File: config.mk
export PLATFORM = sky130hd
export DESIGN_NAME = y_issue
export DESIGN_NICKNAME = d
export VERILOG_FILES = /design/src/rtl/y_issue.sv
export SDC_FILE = /design/constraint.sdc
export NUM_CORES = 2
export LEC_CHECK = 0
export BUFFER_PORTS_ARGS = -buffer_cell sky130_fd_sc_hd__buf_2
export CORE_MARGIN = 2
export CORE_UTILIZATION = 40
export CTS_CLUSTER_DIAMETER = 120
export CTS_CLUSTER_SIZE = 24
export DETAILED_ROUTE_END_ITERATION = 8
export HOLD_SLACK_MARGIN = 0.12
export PLACE_DENSITY = 0.57
export SLEW_MARGIN = 25
export SYNTH_ARGS = -nofsm -noshare
export SYNTH_HDL_FRONTEND = slang
export SYNTH_SLANG_ARGS = --single-unit
export TNS_END_PERCENT = 1
File: constraint.sdc
create_clock -name clk -period 40.3 [get_ports clk]
set_input_delay 2.015 -clock clk [delete_from_list [all_inputs] [get_ports clk]]
set_output_delay 2.015 -clock clk [all_outputs]
set_load 0.03 [all_outputs]
File: src/rtl/y_issue.sv
// Decode-and-issue stage feeding the 32-bit ALU: register file, busy scoreboard,
// operand/op selection and a registered valid/ready output buffer.
module y_issue #(
  parameter int W    = 32,
  parameter int NREG = 32
) (
  input  logic         clk,
  input  logic         reset,
  input  logic         in_valid,
  output logic         in_ready,
  input  logic [31:0]  ins,
  input  logic         wb_en,
  input  logic [4:0]   wb_reg,
  input  logic [W-1:0] wb_data,
  output logic         out_valid,
  input  logic         out_ready,
  output logic [W-1:0] alu_a,
  output logic [W-1:0] alu_b,
  output logic [2:0]   alu_op,
  output logic [4:0]   dest,
  output logic         illegal
);

  typedef enum logic [2:0] {
    ALU_AND = 3'b000,
    ALU_OR  = 3'b001,
    ALU_ADD = 3'b010,
    ALU_SUB = 3'b110,
    ALU_SLT = 3'b111
  } alu_op_e;

  localparam logic [5:0] OP_RTYPE = 6'h00;
  localparam logic [5:0] OP_ADDI  = 6'h08;
  localparam logic [5:0] OP_SLTI  = 6'h0A;
  localparam logic [5:0] OP_ANDI  = 6'h0C;
  localparam logic [5:0] OP_ORI   = 6'h0D;

  localparam logic [5:0] FN_AND = 6'h24;
  localparam logic [5:0] FN_OR  = 6'h25;
  localparam logic [5:0] FN_ADD = 6'h20;
  localparam logic [5:0] FN_SUB = 6'h22;
  localparam logic [5:0] FN_SLT = 6'h2A;

  logic [W-1:0]    regs [NREG];
  logic [NREG-1:0] busy;

  logic [5:0]  op_f;
  logic [4:0]  rs;
  logic [4:0]  rt;
  logic [4:0]  rd;
  logic [5:0]  funct;
  logic [15:0] imm;

  assign op_f  = ins[31:26];
  assign rs    = ins[25:21];
  assign rt    = ins[20:16];
  assign rd    = ins[15:11];
  assign funct = ins[5:0];
  assign imm   = ins[15:0];

  logic         rtype;
  logic         dec_legal;
  alu_op_e      dec_op;
  logic [4:0]   dec_dest;
  logic [W-1:0] dec_b;
  logic [W-1:0] rd_a;
  logic [W-1:0] rd_b;
  logic [W-1:0] imm_sext;
  logic [W-1:0] imm_zext;

  assign rtype    = (op_f == OP_RTYPE);
  assign imm_sext = {{(W-16){imm[15]}}, imm};
  assign imm_zext = {{(W-16){1'b0}}, imm};

  // Read ports with same-cycle write-back bypass; index 0 always reads zero.
  always_comb begin
    rd_a = regs[rs];
    if (rs == 5'd0)                      rd_a = '0;
    else if (wb_en && (wb_reg == rs))    rd_a = wb_data;

    rd_b = regs[rt];
    if (rt == 5'd0)                      rd_b = '0;
    else if (wb_en && (wb_reg == rt))    rd_b = wb_data;
  end

  // NOTE: every output of this block gets a default first so no path infers a latch.
  always_comb begin
    dec_legal = 1'b0;
    dec_op    = ALU_AND;
    dec_dest  = rt;
    dec_b     = rd_b;
    case (op_f)
      OP_RTYPE: begin
        dec_dest  = rd;
        dec_legal = 1'b1;
        case (funct)
          FN_AND:  dec_op = ALU_AND;
          FN_OR:   dec_op = ALU_OR;
          FN_ADD:  dec_op = ALU_ADD;
          FN_SUB:  dec_op = ALU_SUB;
          FN_SLT:  dec_op = ALU_SLT;
          default: dec_legal = 1'b0;
        endcase
      end
      OP_ADDI: begin
        dec_legal = 1'b1;
        dec_op    = ALU_ADD;
        dec_b     = imm_sext;
      end
      OP_SLTI: begin
        dec_legal = 1'b1;
        dec_op    = ALU_SLT;
        dec_b     = imm_sext;
      end
      OP_ANDI: begin
        dec_legal = 1'b1;
        dec_op    = ALU_AND;
        dec_b     = imm_zext;
      end
      OP_ORI: begin
        dec_legal = 1'b1;
        dec_op    = ALU_OR;
        dec_b     = imm_zext;
      end
      default: dec_legal = 1'b0;
    endcase
  end

  // A source is ready if it is not busy, or its write-back is arriving this cycle.
  logic rs_busy;
  logic rt_busy;
  logic src_busy;
  logic accept;
  logic load;

  assign rs_busy  = (rs != 5'd0) && busy[rs] && !(wb_en && (wb_reg == rs));
  assign rt_busy  = (rt != 5'd0) && busy[rt] && !(wb_en && (wb_reg == rt));
  assign src_busy = rs_busy || (rtype && rt_busy);
  assign in_ready = (!out_valid || out_ready) && !src_busy;
  assign accept   = in_valid && in_ready;
  assign load     = accept && dec_legal;

  // Clear on write-back first, then set on issue, so a same-cycle set wins.
  logic [NREG-1:0] busy_next;
  always_comb begin
    busy_next = busy;
    if (wb_en) busy_next[wb_reg] = 1'b0;
    if (load && (dec_dest != 5'd0)) busy_next[dec_dest] = 1'b1;
    busy_next[0] = 1'b0;
  end

  // NOTE: the register file is reset explicitly because reset must clear every entry.
  always_ff @(posedge clk or posedge reset) begin
    if (reset) begin
      for (int i = 0; i < NREG; i++) regs[i] <= '0;
    end else if (wb_en && (wb_reg != 5'd0)) begin
      regs[wb_reg] <= wb_data;
    end
  end

  // NOTE: state registers use non-blocking assignments so all flops update together.
  always_ff @(posedge clk or posedge reset) begin
    if (reset) busy <= '0;
    else       busy <= busy_next;
  end

  always_ff @(posedge clk or posedge reset) begin
    if (reset) begin
      out_valid <= 1'b0;
      alu_a     <= '0;
      alu_b     <= '0;
      alu_op    <= 3'b000;
      dest      <= 5'd0;
    end else if (load) begin
      out_valid <= 1'b1;
      alu_a     <= rd_a;
      alu_b     <= dec_b;
      alu_op    <= dec_op;
      dest      <= dec_dest;
    end else if (out_ready) begin
      out_valid <= 1'b0;
    end
  end

  // Sticky until reset; an illegal word is consumed but never reaches the output.
  always_ff @(posedge clk or posedge reset) begin
    if (reset)                    illegal <= 1'b0;
    else if (accept && !dec_legal) illegal <= 1'b1;
  end

endmodule

Yosys cells after proc, flatten, opt, wreduce, memory -nomap -nowiden:

Cells that the tools add are included.

* magnitude comparators: 10
* eq/ne operators: 11
* muxes and demuxes: 31
* bitwise logic cells: 6
* reductions and logical operators: 35

Operators by type and width (number)
* bitwise mux 1024 bit: 1
* 2-to-1 mux 32 bit: 11
* binary-select mux 32 bit (select 5 bit): 2
* demux 32 bit (select 5 bit): 1
* one-hot mux 32 bit (2 select lines): 1
* bitwise AND 32 bit: 1
* inverter 32 bit: 1
* OR 32 bit: 1
* equality test 6 bit, second input constant: 5
* equality test 6 x 4 -> 1 bit, second input constant: 4
* < comparator 5 x 6 -> 1 bit, second input constant: 4
* one-hot mux 3 bit (4 select lines): 2
* nonzero test 5 bit: 4
* greater-or-equal comparator 6 bit, second input constant: 3
* inverter 5 -> 6 bit: 3
* logical AND 1 bit: 16
* binary-select mux 1 bit (select 5 bit): 2
* demux 1 bit (select 5 bit): 2
* equality test 5 bit: 2
* greater-or-equal comparator 5 x 1 -> 1 bit, second input constant: 2
* zero test 5 bit: 2
* 2-to-1 mux 1 bit: 7
* zero test 6 bit: 1
* < comparator 6 x 1 -> 1 bit, second input constant: 1
* other kinds (8): 14

* register bits after elaboration: 1129
* output and inout port bits: 75
* logic and storage cells: 132

Logic depth before layout (Yosys ltp):

* depth after elaboration: 12
* mapped depth: 12
* mapped depth without buffers: 7

Worst setup path before layout:

No wires, ideal clock.

* path kind: input to output
* from: input port ins[22]
* to: output port in_ready
* data arrival time: 3.561 ns
* required time: 38.285 ns
* slack: 34.724 ns
* stages: 5
* buffers on the path: 1
* cells stage by stage: buf_4 mux4_2 mux4_2 nand3_1 o211a_1

* longest elaborated chain between the ends: 7
* elaborated cells on any way between the ends: 11
* classes of those cells: 1 x eq/ne; 2 x mux; 8 x reduce/logical

Ends and longest elaborated chain
* start, declared: RTL line 11 `input logic [31:0] ins,`
* binary-select mux 1 bit (select 5 bit) or equality test 5 bit (tied branches): RTL line 136 `assign rs_busy = (rs != 5'd0) && busy[rs] && !(wb_en && (wb_reg == rs));`
* 2-to-1 mux 1 bit (not written as such) or logical AND 1 bit (tied branches): RTL line 136
* logical AND 1 bit or zero test 1 bit (tied branches): RTL line 136
* logical AND 1 bit (*): RTL line 136
* logical OR 1 bit (*): RTL line 138 `assign src_busy = rs_busy || (rtype && rt_busy);`
* zero test 1 bit (*): RTL line 139 `assign in_ready = (!out_valid || out_ready) && !src_busy;`
* logical AND 1 bit (*): RTL line 139
* end, declared: RTL line 10 `output logic in_ready,`

Every way passes the cells marked *; elsewhere a longest branch is shown, timed or not. The select of a mux whose other input is x is not followed.

Worst setup path in the final report:

* from: input port ins[17]
* to: output port in_ready

* longest elaborated chain between the ends: 8
* elaborated cells on any way between the ends: 12
* classes of those cells: 1 x eq/ne; 2 x mux; 9 x reduce/logical

Ends and longest elaborated chain
* binary-select mux 1 bit (select 5 bit) or equality test 5 bit (tied branches): RTL line 137 `assign rt_busy = (rt != 5'd0) && busy[rt] && !(wb_en && (wb_reg == rt));`
* 2-to-1 mux 1 bit (not written as such) or logical AND 1 bit (tied branches): RTL line 137
* logical AND 1 bit or zero test 1 bit (tied branches): RTL line 137
* logical AND 1 bit (*): RTL line 137
* logical AND 1 bit (*): RTL line 138
* logical OR 1 bit (*): RTL line 138
* zero test 1 bit (*): RTL line 139
* logical AND 1 bit (*): RTL line 139

Marked as above.

==> impl_results.md <==
- Largest net degree at the start of global routing: 153
- Number of iterations in the first detailed-routing pass: 6
- Routability cong.: 0.811
- Syn nets: 4217
- Crit share post-route: 19.3%
- Clock transition at path regs: 0.10 ns
- Hold crit path type: reg2reg
- CTS tree: done
- Die Wd: 390 µm
- Final setup margin: 32.54 ns
- Core area: 148000 µm²
- 1st-iter DRT viols: 3672
- Tmin final: 7.76 ns
- DRT antenna net count: 0
- Clk_lat worst skew: 0.71 ns
- Final Setup Violations: 0
- FP Rows: 141
- Clock network power share: 22.1%
- Synth async-reset ratio: 100%
- Detailed Place HPWL: 109000 µm
- Slew @ Worst Pin: 1.16 ns
- Worst vdd rail ir drop: 0.0399 mV
- CP required: 38.28 ns
- Layout Nets: 4057
- Vias/cell: 6.48
- Total GRT Usage: 26.2%
- Min Hold Slack: 0.403 ns
- Starting Density: 40.3%
- Vias in the first global route: 38455
- Post-Route WL: 200000 µm
- Initial antenna violation count: 13
- Relative slew slack: 22.7%
- Cell area power density: 44.9 nW/µm²
- Die H: 390 µm
- Post-Syn Instances: 4143
- PostCTS Resize Cnt: 0
- CTS max path bufs: 3
- RR Startpoint: busy[1]
- Psw: 866 µW
- Hold-critical path depth: 0
- Htree depth: 2
- Post-CTS Setup Bufs: 0
- Avg Cell Area, Syn: 14.4 µm²
- Critical R2R Capture: alu_a[21]
- Comb pwr share: 24.8%
- Pre-CTS WS: 32.57 ns
- CP Launch Type: input port
- R2R Setup Slk: 36.39 ns
- Count of hold buffers inserted by post-cts repair: 0
- Die Area: 152000 µm²
- First-pass GRT wire length: 288000 µm
- Outcome: complete, no violations
- Area of the mapped netlist: 59500 µm²
- Part of the power in registers: 53.1%
- Clk_skew: 0.0334 ns
- Total grt overflow: 0
- DR WL/cell: 33.8 µm
- Synthesis-stage register bit count: 1129
- Drc violations: 0
- Leakage: 0.0270 µW
- Register area share after synthesis: 47.5%
- Total CTS buffers: 53
- Final hold vios: 0
- Clock sinks: 1129
- Critical Path End Type: output pin
- # IOs: 149
- FMAX: 129 MHz
- Highest net fanout along the worst path: 101
- Distinct cells, synth: 57
- Data arrival time of the worst path: 5.75 ns
- Internal power: 1980 µW
- Switching portion of total power: 30.4%
- WS Path Type: in2out
- P&R area growth vs syn: 6.54%
- Post-synth EDFFs: 0
- Layout cell share with drive strength beyond 1: 46.0%
- Warnings, synthesis: 0
- Cells on worst reg2reg path: 8
- Total power draw: 2850 µW
- Hold path startpoint: regs[1004]
- DR vias: 38388
- Clock root buffer: clkbuf_16
- Hold worst-path end: regs[1004]
- Sum Neg Setup Slack: 0 ns
- Pins Over Slew Limit: 0
- Port Buffers: 148
- Main synth FF type: dfrtp_1
- RSZ-0062 raised after global routing: false
- Max-cap violations: 0
==> layout make-up <==
| class | count | area, µm² |
|---|---|---|
| fill | 13461 | 84300 |
| tap | 1930 | 2410 |
| antenna | 3 | 7.51 |
| clock buffer | 55 | 1380 |
| inverter | 11 | 53.8 |
| multi-input combinational | 2552 | 29600 |
| timing repair buffer | 236 | 1600 |
| sequential | 1129 | 28300 |
| clock inverter | 4 | 38.8 |
==> layout by cell type, fill, tap and decap left out, types with 11 or more instances in the layout <==
cell and n:
nand2_1 61, nor2_4 21, clkbuf_16 55, a2111oi_0 16
nor2_1 102, a222oi_1 13, a22o_1 12, mux2i_1 222
a31oi_1 17, mux4_2 473, dfrtp_1 1129, a21oi_1 134
a22oi_1 75, buf_4 77, buf_2 142, nor3_1 11
nand3_1 51, a221oi_1 98, nand2_4 13, mux2_2 997
nand2b_1 25, o21ai_0 96
==> synthesized netlist by cell type, drive strengths merged, types with 3 or more instances <==
cell type	n	area [µm²]
a21oi	135	676
a222oi	13	130
o2111ai	4	35.0
or2	3	18.8
xor2	8	70.1
mux2i	223	2230
nor2b	9	56.3
o221ai	3	26.3
mux2	998	11200
nand3	54	280
inv	10	37.5
a32o	8	80.1
nor3b	5	37.5
and3	6	37.5
o21ai	103	515
a211oi	6	45.0
a22o	12	105
o41ai	5	81.3
a221oi	98	858
nor2	125	469
nor3	11	55.1
a22oi	75	563
nor4	3	18.8
buf	182	908
clkbuf	269	1010
a2111oi	16	140
dfrtp	1129	28300
a31oi	17	106
o31ai	4	30.0
mux4	473	10700
nand2b	25	156
nand4	3	18.8
nand2	77	289
nand3b	8	60.1
==> how the worst max path moves through the flow <==
stage	from	to	slack (ns)
floorplan	reset	alu_a[0]	6.49
global placement	ins[17]	in_ready	32.55
detailed placement	ins[17]	in_ready	32.57
CTS	ins[17]	in_ready	32.55
global route	ins[17]	in_ready	32.37
finish	ins[17]	in_ready	32.54
==> state kept, by name (all words and copies together), names as in the netlist <==
name / flops
alu_a: 32
busy: 31
dest: 5
regs: 1024
out_valid: 1
alu_b: 32
illegal: 1
alu_op: 3
==> stage by stage <==
step | cells | utilization [%] | area (µm²)
2_1_floorplan | 4143 | - | 59500
3_3_place_gp | 5851 | 41.8 | 61700
3_5_place_dp | 5856 | 41.9 | 61900
4_1_cts | 5915 | 42.9 | 63300
5_1_grt | 5918 | 42.9 | 63400
6_report | 5920 | 42.9 | 63400
==> critical path: stages <==
cell and delay [ns]:
buf_8 0.54, buf_4 0.68, buf_12 0.65, mux4_2 0.60, a22oi_1 0.20, nand3_1 0.10, a41oi_1 0.35, o211a_1 0.30
buf_2 0.22
==> logic make-up (layout without fill, tap and decap cells) <==
kind of cell / Yosys count / in the layout / synth area share [%]
buffers and inverters: 462 / 306 / 3.29
and+or+nand+nor: 338 / 338 / 2.64
xor gates and xnor gates: 10 / 10 / 0.147
AOI/OAI and AO/OA: 510 / 510 / 5.86
other: 0 / 3 / 0
DFF: 1129 / 1129 / 47.5
muxes: 1694 / 1694 / 40.6
==> power by group through the flow <==
stage | Combinational (µW) | Clock (µW) | Sequential (µW)
floorplan | 508 | 0 | 1520
global placement | 696 | 0 | 1520
detailed placement | 709 | 0 | 1530
CTS | 710 | 644 | 1510
global route | 757 | 682 | 1540
finish | 707 | 628 | 1510
==> layer usage <==
layer	GRT usage (%)	vias up	wire length, µm
li1	-	15605	-
met1	36.0	20854	82800
met2	42.5	1549	95700
met3	3.72	370	13400
met4	9.37	10	7840
met5	0	-	59
No activity file was read; power rests on OpenSTA's default activity.
